<file path="src/rtl/sprite_renderer_param_pkg.sv">
// rtl/sprite_renderer_param_pkg.sv - shared state encoding and constants for the sprite renderer
// Purpose: FSM state type and scale-field width used by the sprite renderer slice.
// Ports: none (package).
package sprite_renderer_param_pkg;

  localparam int SPR_SCALE_W = 2;

  typedef enum logic [2:0] {
    S_IDLE        = 3'd0,
    S_WAIT_LOAD   = 3'd1,
    S_LOAD_SETUP  = 3'd2,
    S_LOAD_FETCH  = 3'd3,
    S_WAIT_HSTART = 3'd4,
    S_DRAW        = 3'd5
  } state_t;

endpackage

</file>
<file path="src/rtl/sprite_pixel_sel.sv">
// rtl/sprite_pixel_sel.sv - combinational mirror/flip pixel picker for one sprite row
// Purpose: maps a drawn column to a source pixel of the buffered ROM row.
// Ports:
//   row_buf  in  SRC_W*BPP  buffered ROM row, pixel i at [i*BPP +: BPP]
//   col      in  COL_W      drawn column, 0..DRAW_W-1
//   hflip    in  1          horizontal flip
//   pix      out BPP        selected pixel value
module sprite_pixel_sel
  import sprite_renderer_param_pkg::*;
#(
  parameter int SRC_W  = 8,
  parameter int BPP    = 1,
  parameter int MIRROR = 1,
  parameter int COL_W  = $clog2((MIRROR != 0) ? 2 * SRC_W : SRC_W)
) (
  input  logic [SRC_W*BPP-1:0] row_buf,
  input  logic [COL_W-1:0]     col,
  input  logic                 hflip,
  output logic [BPP-1:0]       pix
);

  localparam int IDX_W = $clog2(SRC_W);

  logic [IDX_W-1:0] idx_m;
  logic [IDX_W-1:0] idx;

  always_comb begin
    // Right half of a mirrored sprite walks the source row backwards.
    if (MIRROR != 0 && int'(col) >= SRC_W) begin
      idx_m = IDX_W'(2 * SRC_W - 1 - int'(col));
    end else begin
      idx_m = IDX_W'(col);
    end
    idx = hflip ? (IDX_W'(SRC_W - 1) - idx_m) : idx_m;
    pix = row_buf[idx*BPP +: BPP];
  end

endmodule

</file>
<file path="src/rtl/sprite_renderer_param.sv">
// rtl/sprite_renderer_param.sv - parametrised scanline sprite renderer with flip and scaling
// Purpose: fetches one ROM row per scanline during load, shifts pixels out from hstart.
// Ports:
//   clk, reset            clock, synchronous active-high reset
//   vstart, load, hstart  position strobes (top line, fetch window, left edge)
//   hflip, vflip          flips, latched on vstart acceptance
//   hscale, vscale        log2 pixel/line repeat, latched on vstart acceptance
//   rom_addr / rom_bits   registered ROM row address / row data one cycle later
//   gfx, opaque           registered pixel value and non-zero flag
//   in_progress           high whenever not idle
//   done                  one-cycle pulse with the final pixel of the final line
module sprite_renderer_param
  import sprite_renderer_param_pkg::*;
#(
  parameter int SRC_W  = 8,
  parameter int HEIGHT = 16,
  parameter int BPP    = 1,
  parameter int MIRROR = 1,
  localparam int ADDR_W = $clog2(HEIGHT)
) (
  input  logic                   clk,
  input  logic                   reset,
  input  logic                   vstart,
  input  logic                   load,
  input  logic                   hstart,
  input  logic                   hflip,
  input  logic                   vflip,
  input  logic [SPR_SCALE_W-1:0] hscale,
  input  logic [SPR_SCALE_W-1:0] vscale,
  output logic [ADDR_W-1:0]      rom_addr,
  input  logic [SRC_W*BPP-1:0]   rom_bits,
  output logic [BPP-1:0]         gfx,
  output logic                   opaque,
  output logic                   in_progress,
  output logic                   done
);

  localparam int DRAW_W = (MIRROR != 0) ? 2 * SRC_W : SRC_W;
  localparam int COL_W  = $clog2(DRAW_W);

  state_t                 state;
  logic [COL_W-1:0]       col;
  logic [2:0]             sub;
  logic [ADDR_W-1:0]      row;
  logic [2:0]             rep;
  logic                   hflip_q;
  logic                   vflip_q;
  logic [SPR_SCALE_W-1:0] hscale_q;
  logic [SPR_SCALE_W-1:0] vscale_q;
  logic [SRC_W*BPP-1:0]   row_buf;
  logic [BPP-1:0]         pix;
  logic [2:0]             sub_max;
  logic [2:0]             rep_max;
  logic                   sub_last;
  logic                   col_last;
  logic                   rep_last;
  logic                   row_last;

  sprite_pixel_sel #(
    .SRC_W  (SRC_W),
    .BPP    (BPP),
    .MIRROR (MIRROR),
    .COL_W  (COL_W)
  ) u_pixel_sel (
    .row_buf (row_buf),
    .col     (col),
    .hflip   (hflip_q),
    .pix     (pix)
  );

  // Terminal counts are compared, never relied on as counter overflow.
  always_comb begin
    sub_max  = 3'((4'd1 << hscale_q) - 4'd1);
    rep_max  = 3'((4'd1 << vscale_q) - 4'd1);
    sub_last = (sub == sub_max);
    col_last = (col == COL_W'(DRAW_W - 1));
    rep_last = (rep == rep_max);
    row_last = (row == ADDR_W'(HEIGHT - 1));
  end

  assign in_progress = (state != S_IDLE);

  always_ff @(posedge clk) begin
    if (reset) begin
      state    <= S_IDLE;
      col      <= '0;
      sub      <= '0;
      row      <= '0;
      rep      <= '0;
      hflip_q  <= 1'b0;
      vflip_q  <= 1'b0;
      hscale_q <= '0;
      vscale_q <= '0;
      row_buf  <= '0;
      rom_addr <= '0;
      gfx      <= '0;
      opaque   <= 1'b0;
      done     <= 1'b0;
    end else begin
      done <= 1'b0;
      case (state)
        S_IDLE: begin
          row    <= '0;
          rep    <= '0;
          gfx    <= '0;
          opaque <= 1'b0;
          if (vstart) begin
            hflip_q  <= hflip;
            vflip_q  <= vflip;
            hscale_q <= hscale;
            vscale_q <= vscale;
            state    <= S_WAIT_LOAD;
          end
        end
        S_WAIT_LOAD: begin
          col    <= '0;
          sub    <= '0;
          gfx    <= '0;
          opaque <= 1'b0;
          if (load) state <= S_LOAD_SETUP;
        end
        S_LOAD_SETUP: begin
          rom_addr <= vflip_q ? (ADDR_W'(HEIGHT - 1) - row) : row;
          state    <= S_LOAD_FETCH;
        end
        S_LOAD_FETCH: begin
          row_buf <= rom_bits;
          state   <= S_WAIT_HSTART;
        end
        S_WAIT_HSTART: begin
          gfx    <= '0;
          opaque <= 1'b0;
          if (hstart) state <= S_DRAW;
        end
        S_DRAW: begin
          gfx    <= pix;
          opaque <= |pix;
          if (sub_last) begin
            sub <= '0;
            if (col_last) begin
              col <= '0;
              // Line finished: repeat the same row until vscale repeats are used up.
              if (rep_last) begin
                rep <= '0;
                if (row_last) begin
                  state <= S_IDLE;
                  done  <= 1'b1;
                end else begin
                  row   <= row + ADDR_W'(1);
                  state <= S_WAIT_LOAD;
                end
              end else begin
                rep   <= rep + 3'd1;
                state <= S_WAIT_LOAD;
              end
            end else begin
              col <= col + COL_W'(1);
            end
          end else begin
            sub <= sub + 3'd1;
          end
        end
        default: begin
          state  <= S_IDLE;
          gfx    <= '0;
          opaque <= 1'b0;
        end
      endcase
    end
  end

endmodule

</file>
<file path="config.mk">
export PLATFORM = sky130hd
export DESIGN_NAME = sprite_renderer_param
export DESIGN_NICKNAME = d
export VERILOG_FILES = /design/src/rtl/sprite_renderer_param_pkg.sv /design/src/rtl/sprite_pixel_sel.sv /design/src/rtl/sprite_renderer_param.sv
export SDC_FILE = /design/constraint.sdc
export NUM_CORES = 1
export LEC_CHECK = 0
export ABC_AREA = 0
export BUFFER_PORTS_ARGS = -buffer_cell sky130_fd_sc_hd__buf_2
export CAP_MARGIN = 10
export CORE_UTILIZATION = 55
export DETAILED_ROUTE_END_ITERATION = 10
export GPL_ROUTABILITY_DRIVEN = 1
export GPL_TIMING_DRIVEN = 0
export PLACE_DENSITY = 0.83
export RECOVER_POWER = 50
export SLEW_MARGIN = 20
export SYNTH_ARGS = -nofsm -noshare
export SYNTH_HDL_FRONTEND = slang
export SYNTH_SLANG_ARGS = --single-unit
</file>
<file path="constraint.sdc">
create_clock -name clk -period 2.79 [get_ports clk]
set_clock_uncertainty 0.05 [all_clocks]
set_input_delay 0.558 -clock clk [delete_from_list [all_inputs] [get_ports clk]]
set_output_delay 0.558 -clock clk [all_outputs]
set_load 0.05 [all_outputs]
</file>
; ---- Word level (Yosys, flattened, before mapping)
; Index checks and enable logic that the tools add are counted.
[totals]
regBits = 37
word_cells = 84
inputBits = 19
out_inout_bits = 8
[classes]
bitwise_logic = 4
order_cmp = 1
n_eq_ne = 16
reduce_logical = 11
n_addsub = 9
shift = 3
n_mux = 27
[op_table]
columns = op, count
row1 = $mux 3, 12
row2 = $mux 4, 7
row3 = $pmux 3 s6, 1
row4 = $pmux 4 s2, 2
row5 = $ne 2x2->1 const B, 7
row6 = $pmux 3 s2, 2
row7 = $reduce_and 5->1, 2
row8 = $add 4x1->4 const B, 2
row9 = $eq 4x4->1 const B, 2
row10 = $shiftx 8x4->1, 1
row11 = $add 3x1->3 const B, 2
row12 = $eq 3x2->1 const B, 2
row13 = $eq 3x3->1, 2
row14 = $eq 3x3->1 const B, 2
row15 = $shl 1x2->3 const A, 2
row16 = $sub 3x1->3 const B, 2
row17 = $sub 3x3->3 const A, 2
row18 = $reduce_or 5->1, 1
row19 = $ge 4x4->1 const B, 1
row20 = $not 1->1, 4
row21 = $reduce_and 2->1, 2
row22 = $reduce_bool 2->1, 2
row23 = $sub 4x4->4 const A, 1
row24 = $eq 3x1->1 const B, 1
row25 = other kinds (6), 7

; ---- Longest topological paths before layout
; Gate-level depths: netlist of run 1.
[logic_depth]
depth_word = 7
depth_mapped = 9
depth_no_buf = 7

; ---- Modules after synthesis
; Synthesis of run 1 repeated with hierarchy kept, for this count alone.
[hier_totals]
cells_unflattened = 229
hier_area_um2 = 2005.7
[by_module_without_submodules]
columns = module, instances, seq_area_each_um2, cells_each, area_each_um2
row1 = sprite_renderer_param, 1, 740.7, 212, 1813.0
row2 = sprite_pixel_sel, 1, 0.0, 17, 192.7

; ---- Least setup slack after synthesis of run 1
; No wires, ideal clock.
[synth_timing]
path_kind = reg2reg
from = reg col[2]
to = reg opaque
period_less_slack_ns = 1.994
setup_ns = 0.127
t_required_ns = 2.613
n_path_buf = 2
slack_ns = 0.796
t_arrival_ns = 1.817
stages_incl_launch_ff = 9
path_cell_list = dfxtp_1 > inv_1 > ha_1 > clkbuf_1 > clkbuf_1 > o311a_1 > a2111oi_0 > nand4b_1 > o211ai_1
[synth_via]
elab_chain_len = 6
word_cells_on_any_way = 7
classes_between = add/sub: 2 / order compare: 1 / shift: 1 / mux: 3
[synth_rtl]
columns = item, line
row1 = start: declaration, sprite_renderer_param.sv:42  ; logic [COL_W-1:0] col;
row2 = start signal: assignment, sprite_renderer_param.sv:157  ; col <= col + COL_W'(1);
row3 = $ge 4x4->1 or $sub 3x3->3 (tied branches), "sprite_pixel_sel.sv:29, sprite_pixel_sel.sv:30"
row4 = $mux 3 (*), sprite_pixel_sel.sv:29  ; if (MIRROR != 0 && int'(col) >= SRC_W) begin
row5 = $sub 3x3->3, sprite_pixel_sel.sv:34  ; idx = hflip ? (IDX_W'(SRC_W - 1) - idx_m) : idx_m;
row6 = $mux 3 (*), sprite_pixel_sel.sv:34
row7 = $shiftx 8x4->1 (*), sprite_pixel_sel.sv:35  ; pix = row_buf[idx*BPP +: BPP];
row8 = $pmux 1 s2 (*), sprite_renderer_param.sv:101  ; case (state)
row9 = end signal: assignment, sprite_renderer_param.sv:137  ; opaque <= |pix;
row10 = end: declaration, sprite_renderer_param.sv:33  ; output logic opaque,
; Every way passes the cells marked *; elsewhere a longest branch is shown, timed or not.
; A chain may end at the register's enable or synchronous reset.

; ---- Worst setup path after layout of run 1
[layout_timing]
from = reg state[2]
to = out in_progress
[layout_via]
elab_chain_len = 1
[layout_rtl]
columns = item, line
row1 = start: declaration, sprite_renderer_param.sv:41  ; state_t state;
row2 = start signal: assignment, sprite_renderer_param.sv:85  ; state <= S_IDLE;
row3 = start signal: assignment, sprite_renderer_param.sv:112  ; state <= S_WAIT_LOAD;
row4 = start signal: assignment, sprite_renderer_param.sv:120  ; if (load) state <= S_LOAD_SETUP;
row5 = $reduce_bool 3->1, sprite_renderer_param.sv:81  ; assign in_progress = (state != S_IDLE);
row6 = end: declaration, sprite_renderer_param.sv:34  ; output logic in_progress,
; Every way passes these cells.

==> flow_results.org, run 1 <==
** Status
- Status :: completed

** Power and ir drop
- IR analysis of the VDD net gives a maximum drop of 0.455 mV.
- Leakage component of the power :: 0.913 nW
- Dividing total power by cell area gives a power density of 538 nW/um^2.

** Logic synthesis
- Average cell area after synthesis :: 8.03 um^2
- Synthesis inferred 37 register bits.
- Sequential-to-total area share from yosys stat :: 0.338
- Synthesis produced a netlist with a net count of 299.
- The synthesized netlist contains 61 unique library cells.
- Post-synthesis cell type with the largest combined area :: sky130_fd_sc_hd__dfxtp_1
- The share of synthesized area in the top cell type comes to 0.338.
- In this run the cell area of the synthesized design comes to 2190 um^2.
- Fraction of registers with async set/reset :: 0
- After synthesis, the cell types taking the most area are sky130_fd_sc_hd__dfxtp_1, sky130_fd_sc_hd__nor2_1, sky130_fd_sc_hd__a21oi_1.
- Predominant post-synthesis flop cell :: sky130_fd_sc_hd__dfxtp_1
- Number of warnings reported in the yosys synthesis log :: 0
- Gate count of the mapped netlist :: 273
- Number of enable flip-flop cells after synthesis :: 0

** Critical path
- CP Class :: reg2out
- Critical path data arrival time :: 1820 ps
- The worst setup path is launched from a flip-flop.
- In this run the worst path has a maximum fanout of 10.
- Critical Path Sink Type :: output pin
- CP required :: 2180 ps

** STA
- Transition time of the tightest slew-check pin :: 674 ps
- Dividing the final minimum period by the clock period gives 0.870.
- After routing, the total negative slack on setup checks comes to 0 ps.
- The tightest hold path in the finished design has a slack of 438 ps.
- Setup Viol. Count Final :: 0
- Hold violation total from the final report :: 0
- Crit path time final :: 2430 ps
- Worst-case headroom to the max-slew limit :: 0.551
- Static timing analysis puts the maximum clock frequency at 412 MHz.
- Setup repair after global routing missed its margin :: no
- The total count of max-transition violations in the final report is 0.

** Detailed routing
- Wires add up to 4990 um.
- The detailed router finished its first iteration with 168 violations.
- Vias/cell :: 5.84
- DRC violations left :: 0
- Routed length per placed instance :: 14.1 um
- Pre-antenna DRT Iters :: 4
- Total via count in the routed design :: 2068
- Antenna violation net count after detailed routing :: 0

** Cells and area
- Layout cell share with drive strength beyond 1 :: 0.124
- Final layout net count :: 331
- Non-filler instance count after layout :: 354
- From synthesis to final layout, the design area changed by 11.9%.
- Utilization of the core after routing :: 0.655
- After filler insertion, the fill cell instance count of the layout stands at 353.
- The library cell used most frequently in the layout, excluding fill and tap cells, is sky130_fd_sc_hd__dfxtp_1.
- Ant. Diodes :: 0
- Commonest cells after routing, fill and taps aside :: sky130_fd_sc_hd__dfxtp_1, sky130_fd_sc_hd__nor2_1, sky130_fd_sc_hd__clkbuf_1, sky130_fd_sc_hd__a21oi_1, sky130_fd_sc_hd__nand2_1

** Placed design
- Once placement completed, the tool counted placed cells totaling 346.
- Final weighted congestion of routability-driven global placement :: 0.917
- HPWL after DPL :: 3730 um
- Count of port buffers added during placement :: 25

** Floorplanning
- The die is 65.2 um wide.
- Core region area :: 3740 um^2
- The die is 65.2 um tall.
- Effective utilization at floorplan :: 0.586
- For this design the top-level I/O count stands at 27.
- Area enclosed by the die boundary :: 4240 um^2
- Row generation in the floorplan step produced 22 rows.

** Global routing
- In the global route stage, overall resource usage came out at 0.257.
- First-pass GRT wire length :: 8430 um
- The number of antenna violations at the first check in global routing was 0.
- The number of global-route vias before repair was 1855.
- Entering global routing, the biggest net connects 14 pins.
- Grt total ovfl :: 0

** Clock tree
- Post-cts resize count :: 0
- TritonCTS built the clock tree.
- Cell at the root of the clock tree :: sky130_fd_sc_hd__clkbuf_8
- In this run, CTS created clock tree buffers numbering 5.
- Number of H-tree levels :: 2
- After clock tree synthesis, the clock-pin slew on the worst setup and hold paths is 80 ps.
- Buffers added to address setup during post-CTS repair amount to 0.
- Cts hold-fix bufs :: 0
- The clock reaches the later pin of the worst-skew pair after 300 ps.
- Deepest clock path buffer count :: 2
- Sink count of the clock tree :: 37

** Run
- Across the run, the number of max-cap violations was 0.

** Min path
- Hold crit path type :: in2reg
## metal layers
layer	wire [um]	vias up	track usage
met3	223	12	0.0434
met5	0	-	0
met1	2240	954	0.331
li1	-	1058	-
met2	2430	44	0.428
met4	95	0	0.101
## Yosys cell counts, types with 3 or more instances
master	instances
sky130_fd_sc_hd__inv_1	9
sky130_fd_sc_hd__clkbuf_1	16
sky130_fd_sc_hd__nor3_1	8
sky130_fd_sc_hd__nand2_1	22
sky130_fd_sc_hd__and2_1	3
sky130_fd_sc_hd__nand2b_1	5
sky130_fd_sc_hd__nor2b_1	3
sky130_fd_sc_hd__mux2i_1	9
sky130_fd_sc_hd__a211oi_1	6
sky130_fd_sc_hd__dfxtp_1	37
sky130_fd_sc_hd__ha_1	7
sky130_fd_sc_hd__or4_1	3
sky130_fd_sc_hd__nand3b_1	3
sky130_fd_sc_hd__o21ai_0	8
sky130_fd_sc_hd__nand3_1	17
sky130_fd_sc_hd__a21oi_1	23
sky130_fd_sc_hd__xnor2_1	6
sky130_fd_sc_hd__o22ai_1	4
sky130_fd_sc_hd__nor2_1	33
sky130_fd_sc_hd__o211ai_1	3
## logic make-up (layout without fill, tap and decap cells)
| kind of cell | count (synthesis) | in the layout | share of synthesized area |
|---|---|---|---|
| XOR/XNOR | 8 | 8 | 0.0319 |
| buffers and inverters | 27 | 60 | 0.0485 |
| adder cells (fa/ha/maj) | 7 | 7 | 0.0399 |
| flip-flops | 37 | 37 | 0.338 |
| multiplexers | 12 | 12 | 0.0616 |
| AND/OR/NAND/NOR | 113 | 113 | 0.257 |
| AO/OA/AOI/OAI | 69 | 69 | 0.224 |
## where the power goes
part / leakage, nW / switching (mW) / total (mW) / internal, mW
clock network: 0.0445 / 0.207 / 0.384 / 0.177
logic: 0.568 / 0.234 / 0.357 / 0.122
registers: 0.300 / 0.0210 / 0.580 / 0.559
total: 0.913 / 0.462 / 1.32 / 0.859
## final timing paths
path,start,cells after the start,slack (ps),to
min reg2reg,row_buf[0]$_SDFFE_PP0N_,2,440,row_buf[0]$_SDFFE_PP0N_
min,hflip,3,440,hflip_q$_SDFFE_PP0P_
max,state[2]$_SDFFE_PP0P_,4,360,in_progress
max reg2reg,col[2]$_SDFFE_PP0P_,9,440,opaque$_SDFFE_PP0N_
## sequential cells by signal (all words and copies together) (netlist names), 2 cells and up
signal	cells
hscale_q	2
col	4
vscale_q	2
row_buf	8
rom_addr	4
rep	3
state	3
sub	3
row	4
## final cells by class
class	count	area, um^2	share of cell area
inverter	9	33.8	0.0138
sequential	37	741	0.302
tap	48	60.1	0.0245
clock buffer	5	68.8	0.0280
buffer	18	72.6	0.0296
clock inverter	3	21.3	0.00867
timing repair buffer	25	116	0.0474
multi-input combinational	209	1340	0.546
## stage by stage
| step | worst slack, ps | power, mW | cell area [um^2] |
|---|---|---|---|
| floorplan | 796 | 0.872 | 2190 |
| global placement | 474 | 0.947 | 2380 |
| detailed placement | 456 | 0.953 | 2380 |
| CTS | 358 | 1.33 | 2470 |
| global route | 119 | 1.38 | 2450 |
| finish | 363 | 1.32 | 2450 |
## worst max-delay path, stage by stage (launching register included)
cell,delay [ps]
sky130_fd_sc_hd__dfxtp_1,320
sky130_fd_sc_hd__clkbuf_1,220
sky130_fd_sc_hd__nor3_1,560
sky130_fd_sc_hd__inv_1,160
sky130_fd_sc_hd__buf_2,250
Note: power is estimated with default switching activity, not from simulation.
==> run 2, diff against run 1 <==
Settings changed: ABC_CLOCK_PERIOD_IN_PS set to 2790, BUFFER_PORTS_ARGS -buffer_cell sky130_fd_sc_hd__buf_2 to not set, DONT_BUFFER_PORTS set to 1, MAX_ROUTING_LAYER set to met4, PLACE_DENSITY 0.83 to 0.77.
==> flow_results.org, run 2 (synthesis gave the netlist of run 1 again) <==
** Detailed routing
- The remaining antenna violation count after routing came to 0 (unchanged).
- The total wire length is 4870 um (-2.4%).
- Starting DRT DRC Count :: 107 (-36%)
- Vias/cell :: 5.88 (+0.73%)
- Pre-antenna DRT Iters :: 4 (unchanged)
- Total via count in the routed design :: 1936 (-6.4%)
- The wire length per cell after detailed routing came to 14.8 um (+5.1%).
- The count of unresolved DRC violations after routing is 0 (unchanged).

** Floorplanning
- Y dimension of the die :: 65.2 um (unchanged)
- Die width :: 65.2 um (unchanged)
- Number of top-level pins :: 27 (unchanged)
- Effective utilization at floorplan :: 0.586 (unchanged)
- Core region area :: 3740 um^2 (unchanged)
- The die area was 4240 um^2 (unchanged).
- Number of core rows :: 22 (unchanged)

** Global routing
- Number of antenna violations at the first check in global routing :: 0 (unchanged)
- Overall global routing resource usage :: 0.253 (-0.00454)
- Maximum number of pins on one net before global-route repair :: 13 (-1)
- First-pass GRT wire length :: 8120 um (-3.7%)
- The overall overflow remaining after global route came to 0 (unchanged).
- The number of global-route vias before repair came to 1737 (-6.4%).

** Cells and area
- Leaving out fill and tap cells, the most frequent cells in the layout are sky130_fd_sc_hd__dfxtp_1, sky130_fd_sc_hd__nor2_1, sky130_fd_sc_hd__a21oi_1, sky130_fd_sc_hd__nand2_1, sky130_fd_sc_hd__clkbuf_1.
- Final layout net count :: 306 (-7.6%)
- Top register by number of flip-flops :: row_buf
- The fill cell total of the finished layout was 348 (-1.4%).
- The diode insertion count for antenna repair is 0 (unchanged).
- Leading cell type in the layout, fill and taps excluded :: sky130_fd_sc_hd__dfxtp_1
- The area growth from synthesis to layout is 6.28%.
- Layout cell share with drive strength beyond 1 :: 0.0641 (-0.0601)
- The flip-flop count of the largest register after layout is 8 (unchanged).

** STA
- Hold violation total from the final report :: 0 (unchanged)
- The highest attainable clock frequency came to 412 MHz (-0.11%).
- Setup Viol. Count Final :: 0 (unchanged)
- The total count of max-transition violations in the final report is 0 (unchanged).
- Worst-case headroom to the max-slew limit :: 0.553 (+0.00272)
- Crit path time final :: 2430 ps (+2.75 ps)
- Setup repair after global routing missed its margin :: no
- Slack of the critical path :: 360 ps (-2.75 ps)
- Transition time of the tightest slew-check pin :: 670 ps (-4.07 ps)
- Ratio of final minimum period to clock period :: 0.871 (+0.000985)
- Total negative slack :: 0 ps (unchanged)

** Power and ir drop
- The maximum ir drop on the vdd rail is 0.467 mV (+2.8%).
- The share of power burned in combinational logic came to 0.237 (-0.033).
- Cell-internal power :: 843 uW (-1.9%)
- Part of the power in the clock network :: 0.289 (-0.002)
- Switching power share of the total :: 0.346 (-0.00386)
- Leakage component of the power :: 0.823 nW (-9.9%)
- Power per unit of standard cell area :: 553 nW/um^2 (+2.7%)
- The sequential fraction of design power came to 0.474 (+0.035).
- The net switching power came to 446 uW (-3.5%).

** Clock tree
- The root buffer cell chosen for the clock tree is sky130_fd_sc_hd__clkbuf_8.
- The number of buffers added by the clock tree synthesis step is 5 (unchanged).
- Number of H-tree levels :: 2 (unchanged)
- Post-cts resize count :: 0 (unchanged)
- The maximum clock path buffer count is 2 (unchanged).
- TritonCTS built the clock tree.
- The insertion delay of the later-clocked pin in the worst-skew pair is 290 ps (about the same).
- Reg clk slew, reported paths :: 80 ps (about the same)
- The number of clock sinks seen by CTS came to 37 (unchanged).
- The cts-stage hold buffer count is 0 (unchanged).
- The number of post-CTS setup repair buffers came to 0 (unchanged).

** Critical path
- CP required :: 2180 ps (about the same)
- The critical path is of the reg2out type.
- Critical path data arrival time :: 1820 ps (about the same)
- Largest fanout on the critical path :: 10 (unchanged)
- Launching element type of the critical path :: flip-flop
- Critical Path Sink Type :: output pin
- The reg-to-reg setup timing slack was 450 ps (about the same).

** Placed design
- The minimum setup slack after placement came to 467 ps (+11.4 ps).
- The HPWL after detailed placement is 3510 um (-5.8%).
- The number of buffer cells added on primary ports was 0 (-100%).
- The final weighted congestion in routability-driven placement is 0.926 (+1.1%).

** Status
- The run finished with clean final reports.

** Run
- Max cap viols :: 0 (unchanged)

** Min path
- The min-delay analysis places its worst path in the category in2reg.
==> run 2: cell types whose count changed in the layout (fill, tap and decap cells not counted), sizes merged <==
cell / delta
buf: -19
clkbuf: -5
clkinv: -1
clkinvlp: +1
inv: -1
==> run 2: cell type report <==
cell class	count	area, um^2	area share
buffer	18	68.8	0.0295
clock buffer	6	72.6	0.0311
clock inverter	2	15.0	0.00644
inverter	9	33.8	0.0145
multi-input combinational	209	1340	0.575
sequential	37	741	0.318
tap	48	60.1	0.0258
==> run 2: through the flow <==
| stage | cell area (um^2) | hold WS, ps | instances | utilization | power (mW) |
|---|---|---|---|---|---|
| after floorplan | 2190 | 396 | 273 | - | 0.872 |
| after global placement | 2250 | 429 | 321 | 0.602 | 0.923 |
| after detailed placement | 2250 | 433 | 321 | 0.602 | 0.928 |
| after CTS | 2340 | 357 | 329 | 0.625 | 1.30 |
| after global routing | 2330 | 369 | 329 | 0.623 | 1.36 |
| final | 2330 | 359 | 329 | 0.623 | 1.29 |
==> run 2: path summary, 6_finish.rpt <==
path / from / end / cells past startpoint
setup / recovery: state[2]$_SDFFE_PP0P_ / in_progress / 3
hold / removal: vflip / vflip_q$_SDFFE_PP0P_ / 2
setup reg to reg: col[2]$_SDFFE_PP0P_ / opaque$_SDFFE_PP0N_ / 9
hold reg to reg: row_buf[3]$_SDFFE_PP0N_ / row_buf[3]$_SDFFE_PP0N_ / 2
==> run 2: routing by layer <==
| metal | track usage | vias to the layer above | routed length [um] |
|---|---|---|---|
| met5 | - | - | 0 |
| met4 | 0.0734 | 0 | 46 |
| met3 | 0.0573 | 4 | 261 |
| met2 | 0.391 | 49 | 2250 |
| met1 | 0.332 | 872 | 2310 |
| li1 | - | 1011 | - |
==> run 2: power groups by stage <==
stage | Combinational (mW) | Clock, mW | Sequential, mW
floorplan | 0.254 | 0 | 0.618
global placement | 0.301 | 0 | 0.622
detailed placement | 0.305 | 0 | 0.624
CTS | 0.305 | 0.385 | 0.611
global route | 0.337 | 0.407 | 0.615
finish | 0.305 | 0.372 | 0.611
==> run 2: critical path, stage by stage, from the launching register on <==
cell,delay (ps)
sky130_fd_sc_hd__dfxtp_1,310
sky130_fd_sc_hd__clkbuf_1,220
sky130_fd_sc_hd__nor3_1,560
sky130_fd_sc_hd__inv_1,430
==> run 3, diff against run 2 <==
Settings changed: REMOVE_ABC_BUFFERS set to 1.
==> flow_results.org, run 3 (synthesis gave the netlist of run 1 again) <==
** Detailed routing
- The detailed-routed wire length on met3 was 225 um (-14%).
- The first-pass iteration count of the detailed router is 4 (unchanged).
- The number of violations reported at the end of detailed-routing iteration 0 came to 116 (+8.4%).
- Routed length per placed instance :: 14.4 um (-2.5%)
- Total via count in the routed design :: 1882 (-2.8%)
- In this run the top signal layer used is met4.
- The routed wire length on met2 was 2180 um (-3.0%).
- DRC violations left :: 0 (unchanged)
- The remaining antenna violation count after routing is 0 (unchanged).
- The via-per-instance ratio was 6.05 (+2.8%).
- Total Routed Length :: 4490 um (-7.9%)
- Routed met1 length :: 2040 um (-12%)

** STA
- The highest attainable clock frequency was 400 MHz (-2.7%).
- The final critical-path share of the clock period was 0.896 (+0.0246).
- Setup repair after global routing missed its margin :: no
- Count of pins over their slew limit :: 0 (unchanged)
- Setup Viol. Count Final :: 0 (unchanged)
- Crit path time final :: 2500 ps (+68.5 ps)
- Total negative slack :: 0 ps (unchanged)
- The count of final hold-check violations was 0 (unchanged).
- The headroom to the max-slew limit is 0.353 (-0.200).
- The transition time at the pin with the least slew margin was 969 ps (+299 ps).

** Cells and area
- Final-layout fill cell count :: 342 (-1.7%)
- The number of non-filler instances in the completed layout came to 311 (-5.5%).
- The library cell used most frequently in the layout, excluding fill and tap cells, is sky130_fd_sc_hd__dfxtp_1.
- Top register by number of flip-flops :: row_buf
- The diode insertion count for antenna repair was 0 (unchanged).
- The flip-flop and latch area was 741 um^2 (unchanged).
- From synthesis to final layout, the design area changed by 5.25%.
- Utilization of the core after routing :: 0.617 (-0.00602)
- Flip-flop count of the largest register, all copies and words added :: 8 (unchanged)
- The area taken by multi-input logic gates was 1340 um^2 (unchanged).
- Final layout net count :: 288 (-5.9%)
- The fraction of final layout cells with drive strength greater than 1 came to 0.0684 (+0.00438).
- Commonest cells after routing, fill and taps aside :: sky130_fd_sc_hd__dfxtp_1, sky130_fd_sc_hd__nor2_1, sky130_fd_sc_hd__a21oi_1, sky130_fd_sc_hd__nand2_1, sky130_fd_sc_hd__nand3_1

** Min path
- Cells on Worst Hold Path :: 1 (-1)
- Hold crit path type :: in2reg

** Placed design
- HPWL after DPL :: 3180 um (-9.4%)
- The number of buffer cells added on primary ports is 0 (unchanged).
- The placed cell count was 303 (-5.6%).
- The final weighted congestion in routability-driven placement was 0.871 (-5.9%).

** Clock tree
- The number of resized instances in the post-cts repair step is 0 (unchanged).
- Post-CTS setup buffer count :: 0 (unchanged)
- Clock latency of the later-clocked register in the worst-skew pair :: 280 ps (about the same)
- Deepest clock path buffer count :: 2 (unchanged)
- The clock input transition at the sequential cells of the worst setup and hold paths was 70 ps (about the same).
- Cts hold-fix bufs :: 0 (unchanged)
- CTS placed an instance of sky130_fd_sc_hd__clkbuf_8 at the clock tree root.
- Cts bufs inserted :: 5 (unchanged)
- TritonCTS built the clock tree.
- The number of levels in the clock H-tree was 2 (unchanged).
- The number of clock sinks seen by CTS was 37 (unchanged).

** Run
- Max cap viols :: 0 (unchanged)

** Critical path
- The biggest fanout along the worst timing path was 13 (+3).
- The largest individual stage delay along the critical path comes from the cell sky130_fd_sc_hd__dfxtp_1.
- The worst setup path is launched from a flip-flop.
- CP Class :: reg2reg
- The number of cells on the worst reg-to-reg path came to 7 (-2).
- Critical Path Sink Type :: flip-flop
- The longest individual stage delay on the worst path was 590 ps (+30 ps).
- Critical path data arrival time :: 2620 ps (+800 ps)
- CP required :: 2910 ps (+730 ps)
- Traced cell by cell, the critical path runs through inv_1 -> ha_1 -> a21oi_1 -> xnor2_1 -> o221a_2 -> nand4b_1 -> o211ai_1.

** Floorplanning
- The core footprint was 3740 um^2 (unchanged).
- The effective utilization at floorplan was 0.586 (unchanged).
- The number of cell rows came to 22 (unchanged).
- The die area was 4240 um^2 (unchanged).
- The horizontal die dimension is 65.2 um (unchanged).
- The number of I/O pins is 27 (unchanged).
- The y dimension of the die was 65.2 um (unchanged).

** Global routing
- Overall global routing resource usage :: 0.238 (-0.0149)
- Grt total ovfl :: 0 (unchanged)
- First-pass GRT wire length :: 7690 um (-5.3%)
- The number of antenna violations at the first check in global routing came to 0 (unchanged).
- The number of global-route vias before repair came to 1709 (-1.6%).
- The maximum number of pins on one net before global-route repair is 38 (+25).

** Power and ir drop
- The areal power density over the cells came to 623 nW/um^2 (+13%).
- The total design power was 1.44 mW (+12%).
- The static power due to leakage was 0.828 nW (+0.62%).
- The maximum ir drop on the vdd rail is 0.492 mV (+5.3%).

** Status
- The flow ran to the end, and the final reports show no timing, DRC or antenna violations.
[run 3: path summary, 6_finish.rpt]
check | slack (ps) | endpoint | from
worst max register to register | 290 | opaque$_SDFFE_PP0N_ | col[0]$_SDFFE_PP0P_
worst max-delay path | 290 | opaque$_SDFFE_PP0N_ | col[0]$_SDFFE_PP0P_
worst min register to register | 420 | row_buf[0]$_SDFFE_PP0N_ | row_buf[0]$_SDFFE_PP0N_
worst min-delay path | 280 | vscale_q[0]$_SDFFE_PP0P_ | reset
[run 3: metal layers]
metal / up-vias / GRT usage
li1: 968 / -
met1: 870 / 0.306
met2: 40 / 0.379
met3: 4 / 0.0503
met4: 0 / 0.0652
met5: - / -
[run 3: layout make-up]
class / instances / share of cell area
sequential: 37 / 0.321
inverter: 9 / 0.0146
tap: 48 / 0.0260
clock inverter: 3 / 0.0282
clock buffer: 5 / 0.0298
multi-input combinational: 209 / 0.580
[run 3: report_power, final]
| part | internal [mW] | switching, mW |
|---|---|---|
| logic | 0.0968 | 0.152 |
| registers | 0.560 | 0.0840 |
| clock network | 0.355 | 0.191 |
[run 3: worst max-delay path, delay by kind of cell (launching register included)]
family | cells | cell delay, ps
AOI/OAI and AO/OA | 3 | 940
xor gates and xnor gates | 1 | 180
adders and majority gates | 1 | 290
buffers and inverters | 1 | 240
DFF | 1 | 590
and+or+nand+nor | 1 | 90
[run 3: stage by stage]
step / area [um^2] / hold slack (ps) / worst slack (ps)
final: 2310 / 285 / 292
after global routing: 2310 / 267 / 37.1
after CTS: 2310 / 277 / 304
after detailed placement: 2180 / 412 / 323
after global placement: 2180 / 415 / 312
after floorplan: 2120 / 390 / 687
